==> src/rtl/uart_tx_sequencer.sv <==
// Drains a registered-output transmit FIFO into a UART transmitter one word at a time,
// with host-side pause (enable) and discard (flush) controls.
module uart_tx_sequencer #(
    parameter int WIDTH      = 8,
    parameter int GAP_CYCLES = 0,
    parameter int CNT_WIDTH  = 16
) (
    input  logic                 clock,
    input  logic                 resetn,
    input  logic                 enable,
    input  logic                 flush,
    input  logic                 fifo_empty,
    output logic                 fifo_pop,
    input  logic [WIDTH-1:0]     fifo_data,
    input  logic                 tx_busy,
    output logic                 tx_start,
    output logic [WIDTH-1:0]     tx_data,
    output logic [CNT_WIDTH-1:0] sent_count,
    output logic                 idle
);

    localparam int GAP_W = (GAP_CYCLES > 1) ? $clog2(GAP_CYCLES) : 1;
    localparam logic [GAP_W-1:0] GAP_LOAD = (GAP_CYCLES > 0) ? GAP_W'(GAP_CYCLES - 1) : '0;

    typedef enum logic [2:0] {
        S_IDLE,
        S_POP,
        S_LOAD,
        S_START,
        S_WAIT_BUSY,
        S_WAIT_DONE,
        S_GAP,
        S_FLUSH
    } state_t;

    state_t                 state_reg,      state_next;
    logic [GAP_W-1:0]       gap_reg,        gap_next;
    logic [WIDTH-1:0]       tx_data_reg,    tx_data_next;
    logic [CNT_WIDTH-1:0]   sent_count_reg, sent_count_next;

    always_ff @(posedge clock or negedge resetn) begin
        if (!resetn) begin
            state_reg      <= S_IDLE;
            gap_reg        <= '0;
            tx_data_reg    <= '0;
            sent_count_reg <= '0;
        end else begin
            state_reg      <= state_next;
            gap_reg        <= gap_next;
            tx_data_reg    <= tx_data_next;
            sent_count_reg <= sent_count_next;
        end
    end

    always_comb begin
        state_next      = state_reg;
        gap_next        = gap_reg;
        tx_data_next    = tx_data_reg;
        sent_count_next = sent_count_reg;
        fifo_pop        = 1'b0;
        tx_start        = 1'b0;

        case (state_reg)
            S_IDLE: begin
                // Flush wins over draining so a host discard is never raced by a send.
                if (flush && !fifo_empty) begin
                    state_next = S_FLUSH;
                end else if (enable && !fifo_empty && !tx_busy) begin
                    state_next = S_POP;
                end
            end
            S_POP: begin
                fifo_pop   = 1'b1;
                state_next = S_LOAD;
            end
            S_LOAD: begin
                tx_data_next = fifo_data;
                state_next   = S_START;
            end
            S_START: begin
                tx_start   = 1'b1;
                state_next = S_WAIT_BUSY;
            end
            S_WAIT_BUSY: begin
                if (tx_busy) begin
                    state_next = S_WAIT_DONE;
                end
            end
            S_WAIT_DONE: begin
                if (!tx_busy) begin
                    sent_count_next = sent_count_reg + 1'b1;
                    if (GAP_CYCLES > 0) begin
                        gap_next   = GAP_LOAD;
                        state_next = S_GAP;
                    end else begin
                        state_next = S_IDLE;
                    end
                end
            end
            S_GAP: begin
                if (gap_reg == '0) begin
                    state_next = S_IDLE;
                end else begin
                    gap_next = gap_reg - 1'b1;
                end
            end
            S_FLUSH: begin
                // Combinational pop so one word is discarded per cycle while data remains.
                fifo_pop = !fifo_empty;
                if (fifo_empty || !flush) begin
                    state_next = S_IDLE;
                end
            end
            default: begin
                state_next = S_IDLE;
            end
        endcase
    end

    assign tx_data    = tx_data_reg;
    assign sent_count = sent_count_reg;
    assign idle       = (state_reg == S_IDLE);

endmodule

==> config.mk <==
export PLATFORM = sky130hd
export DESIGN_NAME = uart_tx_sequencer
export DESIGN_NICKNAME = d
export VERILOG_FILES = /design/src/rtl/uart_tx_sequencer.sv
export SDC_FILE = /design/constraint.sdc
export NUM_CORES = 1
export LEC_CHECK = 0
export ABC_AREA = 1
export BUFFER_PORTS_ARGS = -buffer_cell sky130_fd_sc_hd__buf_2
export CAP_MARGIN = 10
export CELL_PAD_IN_SITES_DETAIL_PLACEMENT = 1
export CELL_PAD_IN_SITES_GLOBAL_PLACEMENT = 1
export CORE_UTILIZATION = 40
export DETAILED_ROUTE_END_ITERATION = 12
export PLACE_DENSITY = 0.83
export SLEW_MARGIN = 0
export SYNTH_ARGS = -nofsm -noshare
export SYNTH_HDL_FRONTEND = slang
export SYNTH_SLANG_ARGS = --single-unit
==> constraint.sdc <==
create_clock -name clock -period 2.68 [get_ports clock]
set_input_delay 0.67 -clock clock [delete_from_list [all_inputs] [get_ports clock]]
set_output_delay 0.67 -clock clock [all_outputs]
set_load 0.05 [all_outputs]
# After elaboration in Yosys (flattened, before gate mapping)

Cells that the tools add are included.

Add/sub/neg operators: 2
Eq/ne operators: 12
Muxes and demuxes: 10
Bitwise gates (word level): 1
Reductions and logical operators: 10

Operators with widths:

| cell                    | number |
|---|---|
| $pmux W3 S8             | 1 |
| $mux W3                 | 6 |
| $add A16 B1 Y16 const B | 1 |
| $eq A3 B3 Y1 const B    | 4 |
| $ne A2 B2 Y1 const B    | 4 |
| $eq A3 B2 Y1 const B    | 2 |
| $reduce_and A5 Y1       | 1 |
| $eq A3 B1 Y1 const B    | 1 |
| $logic_and A1 B1 Y1     | 3 |
| $logic_not A1 Y1        | 3 |
| $logic_not A3 Y1        | 1 |
| $ne A3 B1 Y1 const B    | 1 |
| $mux W1                 | 2 |
| $pmux W1 S2             | 1 |
| $reduce_and A2 Y1       | 1 |
| $logic_or A1 B1 Y1      | 1 |
| $not A1 Y1              | 1 |
| $sub A1 B1 Y1 const B   | 1 |

Flip-flop bits (word level): 28
Input port bits: 14
Output and inout port bits: 27
Logic and storage cells: 39

# Logic depth before layout (Yosys ltp)

Gate-level depths: netlist (run 1).

Depth in word-level cells: 6
Depth in mapped cells: 10

# Worst setup path before layout (run 1)

OpenSTA, ideal clock, no wires.

Path kind: register to output
Start point: register state_reg[1]
End point: output fifo_pop
Arrival: 1.696 ns
Required time: 2.010 ns
Slack: 0.314 ns
Cell stages (with the launch flop): 5
Buffers on the path: 1
Cells stage by stage: dfrtp_1 buf_6 inv_1 nand2_2 o21ai_0

Longest elaborated chain between the ends: 2
Elaborated cells between the ends (all ways): 3

Ends and longest elaborated chain:

| item                                         | line | RTL |
|---|---|---|
| start, declared                              | 36   | `state_t state_reg, state_next;` |
| start signal, assigned                       | 48   | `state_reg <= state_next;` |
| $eq A3 B3 Y1 or $eq A3 B1 Y1 (tied branches) | 63   | `case (state_reg)` |
| $pmux W1 S2 *                                | 63   |  |
| end, declared                                | 13   | `output logic fifo_pop,` |

Every way passes the cells marked *; elsewhere a longest branch is shown, timed or not.

# Final worst setup path (run 1)

Start point: register state_reg[0]
End point: output idle

Longest elaborated chain between the ends: 1

Ends and longest elaborated chain:

| item             | line | RTL |
|---|---|---|
| $logic_not A3 Y1 | 122  | `assign idle = (state_reg == S_IDLE);` |
| end, declared    | 19   | `output logic idle` |

Every way passes these cells.

==> out/qor.tcl, run 1 <==
set qor(end_kind) {output pin}
set qor(unrepaired_setup_endpoints_after_global_routing) {no}
set qor(synthDistinctLibCells) 23
set qor(crit_fanout) 7
set qor(r2r-end) {sent_count[14]$_DFFE_PN0P_}
set qor(regArea_um2) 676
set qor(sequential_fraction_of_the_synthesis_area) 0.479
set qor(dieWidth_um) 61.4
set qor(first_pass_grt_wire_length_um) 4930
set qor(boundaryPins) 41
set qor(report.final.setup_viol) 0
set qor(nets) 221
set qor(cts-resized-gates) 0
set qor(clock_transition_at_the_registers_of_the_reported_paths_ps) 150
set qor(hold_class) {in2async}
set qor(timing.final.max_slew_violations) 0
set qor(clock_tree.buffer_depth) 2
set qor(ys_ff_latch) 27
set qor(area_growth_pct) 18.8
set qor(yosys.area.top_type_share) 0.479
set qor(n_antenna_cell) 0
set qor(worst_slew_pin_slew_ps) 599
set qor(criticalPathCategory) {reg2out}
set qor(synthesis.area_um2) 1410
set qor(drive_gt1_frac) 0.302
set qor(status) {finished, final reports clean}
set qor(first_global_vias) 1137
set qor(die_height_um) 61.4
set qor(io_buffer_count) 40
set qor(finalWorstPathRequiredPeriod_ps) 2240
set qor(ys_warn_count) 0
set qor(gp_congestion) 0.762
set qor(postRouteAntennaNets) 0
set qor(worst_ir_drop_vdd_mv) 0.731
set qor(postSynthNetCount) 178
set qor(wl_per_cell_um) 12.3
set qor(synth_cells) 163
set qor(numCtsBuffers) 3
set qor(post-route-drc-count) 0
set qor(grt_use_total) 0.179
set qor(floorplan.initialDensity) 0.419
set qor(slew_headroom) 0.601
set qor(final.fill_count) 449
set qor(multi_input_gate_area_in_the_final_layout_um2) 629
set qor(post_cts.repair.setup_buffers) 0
set qor(globalRoute.totalOverflow) 0
set qor(clk_latency_worst_skew_pair_ps) 330
set qor(number_of_h_tree_levels) 1
set qor(place_inst) 247
set qor(core_um2) 3360
set qor(drt_wl_total_um) 3090
set qor(timing.rr.start) {sent_count[1]$_DFFE_PN0P_}
set qor(timing.max_cap.violations) 0
set qor(num_vias) 1222
set qor(setup_ws_pre_cts_ps) 689
set qor(cts.hold.buffers_added) 0
set qor(largest_register_ffs) 16
set qor(cp.arrival_ps) 1570
set qor(synth_top_area_cell) {sky130_fd_sc_hd__dfrtp_1}
set qor(setup_total_negative_slack_ps) 0
set qor(worstRegToRegCells) 8
set qor(max_clock_freq_mhz) 447
set qor(clock_root_buffer) {sky130_fd_sc_hd__clkbuf_4}
set qor(grt_start_max_net_pins) 28
set qor(worst_ep_required_time_ps) 2010
set qor(syn-mean-instance-area_um2) 8.65
set qor(die_area_um2) 3770
set qor(critical_path.startpoint_type) {flop}
set qor(tritoncts) {built}
set qor(grt_antenna_before_repair) 0
set qor(power.leakage_nw) 0.878
set qor(final_hold_viol_count) 0
set qor(skew_ps) 5.55
set qor(fin_util) 0.498
set qor(finalCritPeriodShare) 0.835
set qor(p_per_area_nw_per_um2) 1010
set qor(drt_pass1_iterations) 4
set qor(synth_area_leaders) {sky130_fd_sc_hd__dfrtp_1 48%, sky130_fd_sc_hd__nand2_1 11%, sky130_fd_sc_hd__mux2_2 6.4%, sky130_fd_sc_hd__inv_1 6.1%, sky130_fd_sc_hd__nor2_1 4.8%}
set qor(placement_rows) 21
set qor(initialDrtViolationCount) 55
set qor(layoutNonFillerInstCount) 251
set qor(rrSetupSlack_ps) 1130
set qor(cts.sinks) 27
set qor(final_critical_path_setup_slack_ps) 441
set qor(dpl.hpwl_um) 2500
set qor(detail_route.vias_per_cell) 4.87
-- cells in the mapped netlist --
cell type,count
sky130_fd_sc_hd__xor2_1,5
sky130_fd_sc_hd__buf_4,1
sky130_fd_sc_hd__nand3_1,10
sky130_fd_sc_hd__a31o_2,1
sky130_fd_sc_hd__mux2_2,8
sky130_fd_sc_hd__nand3_2,1
sky130_fd_sc_hd__inv_1,23
sky130_fd_sc_hd__o21bai_1,1
sky130_fd_sc_hd__nor2_4,3
sky130_fd_sc_hd__nor2_1,18
sky130_fd_sc_hd__ha_1,1
sky130_fd_sc_hd__buf_6,1
sky130_fd_sc_hd__o21ai_0,1
sky130_fd_sc_hd__a21boi_0,1
sky130_fd_sc_hd__nor2_2,2
sky130_fd_sc_hd__nor3_1,2
sky130_fd_sc_hd__nand3_4,1
sky130_fd_sc_hd__dfrtp_1,27
sky130_fd_sc_hd__nand2_1,42
sky130_fd_sc_hd__a21oi_1,2
sky130_fd_sc_hd__nand2_2,3
sky130_fd_sc_hd__xnor2_1,4
sky130_fd_sc_hd__nand4_1,5
-- worst max path at each step --
stage                                         from  slack, ps       end
after floorplan           state_reg[1]$_DFFE_PN0P_        310  fifo_pop
after detailed placement                fifo_empty        690  fifo_pop
after global placement                  fifo_empty        730  fifo_pop
after global routing      state_reg[1]$_DFFE_PN0P_        350      idle
final                     state_reg[0]$_DFFE_PN0P_        440      idle
after CTS                 state_reg[0]$_DFFE_PN0P_        440      idle
-- through the flow --
step	instance area, µm²	hold slack, ps	power (mW)
floorplan	1410	374	1.34
global placement	1650	477	1.49
detailed placement	1650	494	1.52
CTS	1680	343	1.70
global route	1680	337	1.78
finish	1680	317	1.69
-- placed cells by master (no fill, tap or decap) --
cell type / synthesis / final
sky130_fd_sc_hd__a31o_2: 1 / 1
sky130_fd_sc_hd__xor2_1: 5 / 5
sky130_fd_sc_hd__dfrtp_1: 27 / 27
sky130_fd_sc_hd__nor2_4: 3 / 3
sky130_fd_sc_hd__nand3_2: 1 / 1
sky130_fd_sc_hd__nor2_1: 18 / 18
sky130_fd_sc_hd__nand3_1: 10 / 10
sky130_fd_sc_hd__ha_1: 1 / 1
sky130_fd_sc_hd__a21boi_0: 1 / 1
sky130_fd_sc_hd__nand4_1: 5 / 5
sky130_fd_sc_hd__buf_2: 0 / 40
sky130_fd_sc_hd__o21ai_0: 1 / 1
sky130_fd_sc_hd__clkbuf_1: 0 / 1
sky130_fd_sc_hd__nand3_4: 1 / 1
sky130_fd_sc_hd__clkbuf_4: 0 / 3
sky130_fd_sc_hd__nand2_1: 42 / 42
sky130_fd_sc_hd__o21bai_1: 1 / 1
sky130_fd_sc_hd__inv_1: 23 / 23
sky130_fd_sc_hd__a21oi_1: 2 / 2
sky130_fd_sc_hd__nor2_2: 2 / 2
sky130_fd_sc_hd__xnor2_1: 4 / 4
sky130_fd_sc_hd__nor3_1: 2 / 2
sky130_fd_sc_hd__mux2_2: 8 / 8
sky130_fd_sc_hd__nand2_2: 3 / 3
-- power by group --
part | switching [mW] | internal, mW | leakage [nW] | total [mW]
clock network | 0.122 | 0.0584 | 0.0150 | 0.181
logic | 0.635 | 0.244 | 0.530 | 0.879
registers | 0.109 | 0.520 | 0.333 | 0.629
total | 0.866 | 0.823 | 0.878 | 1.69
-- area by class of cell --
class,instances,area share
Multi-Input combinational cell,111,0.376
Clock buffer,4,0.0157
Inverter,23,0.0515
Timing Repair Buffer,40,0.119
Tap cell,46,0.0344
Sequential cell,27,0.403
-- worst max-delay path, stage by stage, from the launching register on --
cell,delay [ps]
sky130_fd_sc_hd__dfrtp_1,490
sky130_fd_sc_hd__nor2_1,330
sky130_fd_sc_hd__inv_1,70
sky130_fd_sc_hd__nor2_1,90
sky130_fd_sc_hd__buf_2,260
-- layer usage --
| metal | vias up | global-route usage | part of all wire |
|---|---|---|---|
| met1 | 594 | 0.212 | 0.42 |
| met4 | 0 | 0.0571 | 0.014 |
| li1 | 590 | - | - |
| met2 | 33 | 0.329 | 0.53 |
| met3 | 5 | 0.0315 | 0.036 |
| met5 | - | 0 | 0 |
-- cells by family (layout without fill, tap and decap cells) --
| logic type | Yosys count | after routing | share of synthesized area |
|---|---|---|---|
| AOI/OAI and AO/OA | 6 | 6 | 0.0275 |
| xor gates and xnor gates | 9 | 9 | 0.0559 |
| adders and majority gates | 1 | 1 | 0.00887 |
| buffers and inverters | 25 | 67 | 0.0745 |
| DFF | 27 | 27 | 0.479 |
| muxes | 8 | 8 | 0.0639 |
| and+or+nand+nor | 87 | 87 | 0.290 |
No activity file was read; power rests on OpenSTA's default activity.
==> run 2, diff against run 1 <==
CORE_UTILIZATION = 37   (was 40)
PLACE_DENSITY = 0.78   (was 0.83)
clock period = 2.1 ns   (was 2.68 ns; I/O delays follow)
==> out/qor.tcl, run 2 (same netlist as run 1, synthesis figures left out) <==
set qor(tritoncts) {built}
set qor(clock_tree.buffer_depth) 2
set qor(hold_class) {in2async}
set qor(unrepaired_setup_endpoints_after_global_routing) {no}
set qor(critical_path.startpoint_type) {flop}
set qor(place_inst) 249
set qor(clock_transition_at_the_registers_of_the_reported_paths_ps) 100
set qor(timing.max_cap.violations) 0
set qor(boundaryPins) 41
set qor(globalRoute.totalOverflow) 0
set qor(layout.cells.most_common) {sky130_fd_sc_hd__nand2_1}
set qor(cts.sinks) 27
set qor(status) {finished, final reports clean}
set qor(cts.hold.buffers_added) 0
set qor(power.leakage_nw) 0.885
set qor(die_height_um) 63.7
set qor(post_cts.repair.setup_buffers) 0
set qor(crit_fanout) 7
set qor(worst_slew_pin_slew_ps) 608
set qor(dpl.hpwl_um) 2510
set qor(layout.cells.most_common_list) {42 x sky130_fd_sc_hd__nand2_1, 40 x sky130_fd_sc_hd__buf_2, 27 x sky130_fd_sc_hd__dfrtp_1, 23 x sky130_fd_sc_hd__inv_1, 17 x sky130_fd_sc_hd__nor2_1}
set qor(area_growth_pct) 20.8
set qor(setup_ws_pre_cts_ps) 372
set qor(largest_register_ffs) 16
set qor(numCtsBuffers) 3
set qor(fin_total_pwr_mw) 2.24
set qor(layout.cell_area.non_filler_um2) 1700
set qor(die_area_um2) 4060
set qor(placed_cell_area_um2) 1650
set qor(grt_use_total) 0.163
set qor(clk_latency_worst_skew_pair_ps) 270
set qor(dieWidth_um) 63.7
set qor(nets) 221
set qor(io_buffer_count) 40
set qor(worst_ep_required_time_ps) 1570
set qor(cts-resized-gates) 0
set qor(floorplan.initialDensity) 0.385
set qor(report.final.setup_viol) 0
set qor(final.fill_count) 480
set qor(drive_gt1_frac) 0.312
set qor(drt_wl_total_um) 3170
set qor(final_hold_viol_count) 0
set qor(core_um2) 3660
set qor(skew_ps) 4.23
set qor(worst_ir_drop_vdd_mv) 0.642
set qor(drt_pass1_iterations) 2
set qor(detail_route.vias_per_cell) 4.71
set qor(final_critical_path_setup_slack_ps) 161
set qor(route.layer.met1.wl_um) 1450
set qor(grt_antenna_before_repair) 0
set qor(n_antenna_cell) 0
set qor(finalWorstPathRequiredPeriod_ps) 1940
set qor(slew_headroom) 0.594
set qor(clock_root_buffer) {sky130_fd_sc_hd__clkbuf_8}
set qor(layoutNonFillerInstCount) 253
set qor(wl_met3_um) 106
set qor(max_clock_freq_mhz) 516
set qor(initialDrtViolationCount) 35
set qor(timing.final.max_slew_violations) 0
set qor(number_of_h_tree_levels) 1
set qor(cp.arrival_ps) 1410
set qor(setup_total_negative_slack_ps) 0
set qor(p_per_area_nw_per_um2) 1320
set qor(finalCritPeriodShare) 0.924
set qor(wl_per_cell_um) 12.5
set qor(postRouteAntennaNets) 0
set qor(maxUsedRoutingLayer) {met4}
set qor(gp_congestion) 0.776
set qor(length_of_routed_met2_wiring_um) 1590
set qor(post-route-drc-count) 0
set qor(grt_start_max_net_pins) 28
set qor(criticalPathCategory) {reg2out}
set qor(num_vias) 1192
set qor(end_kind) {output pin}
set qor(first_pass_grt_wire_length_um) 5290
set qor(placement_rows) 22
set qor(first_global_vias) 1194
[run 2: worst max-delay path, stage by stage (launching register included)]
cell,delay [ps]
sky130_fd_sc_hd__dfrtp_1,480
sky130_fd_sc_hd__nor2_2,250
sky130_fd_sc_hd__inv_1,70
sky130_fd_sc_hd__nor2_1,80
sky130_fd_sc_hd__buf_2,270
[run 2: area by class of cell]
type / instances / area (µm²) / area share
Clock inverter: 1 / 7.51 / 0.00441
Multi-Input combinational cell: 111 / 632 / 0.371
Tap cell: 48 / 60.1 / 0.0353
Inverter: 23 / 86.3 / 0.0507
Timing Repair Buffer: 40 / 200 / 0.118
Sequential cell: 27 / 676 / 0.397
Clock buffer: 3 / 41.3 / 0.0242
[run 2: metal layers]
layer / track usage / vias up
met4: 0.0426 / 0
met3: 0.0232 / 2
met2: 0.285 / 29
met5: 0 / -
li1: - / 593
met1: 0.211 / 568
[run 2: path summary, 6_finish.rpt]
check                                                from                         end  slack [ps]  cells past startpoint
worst max-delay path             state_reg[0]$_DFFE_PN0P_                        idle         160                      4
worst min-delay path                               resetn   sent_count[5]$_DFFE_PN0P_         250                      1
worst max register to register  sent_count[1]$_DFFE_PN0P_  sent_count[14]$_DFFE_PN0P_         590                      8
worst min register to register     tx_data[2]$_DFFE_PN0P_      tx_data[2]$_DFFE_PN0P_         510                      1
max in group asynchronous                          resetn    state_reg[0]$_DFFE_PN0P_        1450                      1
min in group clock                           fifo_data[4]      tx_data[4]$_DFFE_PN0P_         480                      2
[run 2: where the power goes]
group          internal (mW)  switching (mW)
clock network          0.134           0.167
registers              0.664           0.138
logic                  0.315           0.822
[run 2: metrics by stage]
| step | hold WS (ps) | utilization |
|---|---|---|
| 2_1_floorplan | 229 | - |
| 3_3_place_gp | 473 | 0.451 |
| 3_5_place_dp | 490 | 0.451 |
| 4_1_cts | 282 | 0.464 |
| 5_1_grt | 290 | 0.465 |
| 6_report | 250 | 0.465 |
==> run 3, diff against run 2 <==
CORE_MARGIN = 4   (was not set)
SLEW_MARGIN = 20   (was 0)
clock period = 2.2 ns   (was 2.1 ns; I/O delays follow)
==> out/qor.tcl, run 3 (same netlist as run 1, synthesis figures left out) <==
set qor(status) {finished, final reports clean}
set qor(largest_register_ffs) 16
set qor(criticalPathCategory) {reg2out}
set qor(clock_tree.buffer_depth) 2
set qor(final.fill_count) 466
set qor(worst_path_largest_cell_delay_ps) 470
set qor(cp.arrival_ps) 1440
set qor(grt_use_total) 0.137
set qor(layout.cell_area.non_filler_um2) 1700
set qor(timing.final.max_slew_violations) 0
set qor(drt_pass1_iterations) 4
set qor(report.final.setup_viol) 0
set qor(worst_ir_drop_vdd_mv) 0.610
set qor(clock_power_share) 0.133
set qor(initialDrtViolationCount) 14
set qor(skew_ps) 4.66
set qor(io_buffer_count) 40
set qor(num_vias) 1211
set qor(worst_hold_slack_ps) 289
set qor(worst_setup_path_startpoint) {state_reg[0]$_DFFE_PN0P_}
set qor(post_cts.repair.setup_buffers) 0
set qor(clock_transition_at_the_registers_of_the_reported_paths_ps) 90
set qor(floorplan.initialDensity) 0.385
set qor(power.switching_mw) 1.06
set qor(area_growth_pct) 20.3
set qor(crit_path_cell_trace) {nor2_1 > inv_1 > nor2_1 > buf_2}
set qor(cts-resized-gates) 0
set qor(critical_path.startpoint_type) {flop}
set qor(internal_power_mw) 1.06
set qor(first_pass_grt_wire_length_um) 5540
set qor(final_hold_viol_count) 0
set qor(end_kind) {output pin}
set qor(hold_class) {in2async}
set qor(layoutNonFillerInstCount) 253
set qor(slew_headroom) 0.577
set qor(postRouteAntennaNets) 0
set qor(timing.max_cap.violations) 0
set qor(wl_per_cell_um) 12.9
set qor(worst_ep_required_time_ps) 1650
set qor(layout.cells.most_common_list) {42 x sky130_fd_sc_hd__nand2_1, 40 x sky130_fd_sc_hd__buf_2, 27 x sky130_fd_sc_hd__dfrtp_1, 23 x sky130_fd_sc_hd__inv_1, 18 x sky130_fd_sc_hd__nor2_1}
set qor(finalCritPeriodShare) 0.906
set qor(setup_total_negative_slack_ps) 0
set qor(p_per_area_nw_per_um2) 1250
set qor(seq_power_share) 0.361
set qor(globalRoute.totalOverflow) 0
set qor(power_switching_share) 0.500
set qor(worst_path_max_delay_cell) {sky130_fd_sc_hd__dfrtp_1}
set qor(clk_latency_worst_skew_pair_ps) 270
set qor(core_um2) 3660
set qor(timing.rr.start) {sent_count[1]$_DFFE_PN0P_}
set qor(final_critical_path_setup_slack_ps) 207
set qor(setup_ws_pre_cts_ps) 446
set qor(layout.cells.most_common) {sky130_fd_sc_hd__nand2_1}
set qor(p_comb_frac) 0.507
set qor(fin_util) 0.463
set qor(numCtsBuffers) 3
set qor(n_antenna_cell) 0
set qor(die_height_um) 69.7
set qor(placed_cell_area_um2) 1650
set qor(finalWorstPathRequiredPeriod_ps) 1990
set qor(fin_total_pwr_mw) 2.13
set qor(max_clock_freq_mhz) 502
set qor(power.leakage_nw) 0.886
set qor(grt_antenna_before_repair) 0
set qor(crit_fanout) 7
set qor(crit_path_frequent_cell) {sky130_fd_sc_hd__nor2_1}
set qor(boundaryPins) 41
set qor(die_area_um2) 4860
set qor(dpl.hpwl_um) 2600
set qor(gp_congestion) 0.910
set qor(cts.hold.buffers_added) 0
set qor(detail_route.vias_per_cell) 4.79
set qor(number_of_h_tree_levels) 1
set qor(dieWidth_um) 69.7
set qor(grt_start_max_net_pins) 28
set qor(drive_gt1_frac) 0.302
set qor(first_global_vias) 1267
set qor(nets) 221
set qor(clock_root_buffer) {sky130_fd_sc_hd__clkbuf_8}
set qor(unrepaired_setup_endpoints_after_global_routing) {no}
set qor(cts.sinks) 27
set qor(post-route-drc-count) 0
set qor(tritoncts) {built}
set qor(placement_rows) 22
set qor(place_inst) 249
set qor(drt_wl_total_um) 3260
set qor(worst_slew_pin_slew_ps) 634
## run 3: changes by cell type in the layout (fill, tap and decap cells not counted), sizes merged
| cell | previous run | this run |
|---|---|---|
| clkbuf | 3 | 4 |
| clkinvlp | 1 | 0 |
## run 3: worst paths after layout
path / to / slack, ps / depth (start not counted)
worst max-delay path: idle / 210 / 4
worst min-delay path: sent_count[6]$_DFFE_PN0P_ / 290 / 1
worst max register to register: sent_count[14]$_DFFE_PN0P_ / 690 / 8
worst min register to register: tx_data[7]$_DFFE_PN0P_ / 510 / 1
max in group asynchronous: sent_count[10]$_DFFE_PN0P_ / 1500 / 1
min in group clock: tx_data[6]$_DFFE_PN0P_ / 500 / 2
## run 3: layout make-up
type                    count  area (µm²)  area share
clock buffers               4        45.0      0.0265
inverters                  23        86.3      0.0509
multi-input cells         111         629       0.371
flip-flops and latches     27         676       0.398
well taps                  48        60.1      0.0354
repair buffers             40         200       0.118
## run 3: routing by layer
metal	wire (µm)	track usage	vias to the layer above
met5	0	0	-
met4	26	0.0234	0
met3	186	0.0304	5
met2	1630	0.251	38
met1	1420	0.165	578
li1	-	-	590
## run 3: critical path: cells and delay by family, from the launching register on
family / cells / cell delay (ps)
DFF: 1 / 470
and+or+nand+nor: 2 / 370
buffers and inverters: 2 / 330
## run 3: power by group through the flow
stage                     Clock [mW]  Combinational (mW)  Sequential, mW
after floorplan                    0               0.518            1.11
after global placement             0                1.06           0.762
after detailed placement           0                1.09           0.776
after CTS                      0.298                1.09           0.767
after global routing           0.319                1.15           0.789
final                          0.282                1.08           0.767
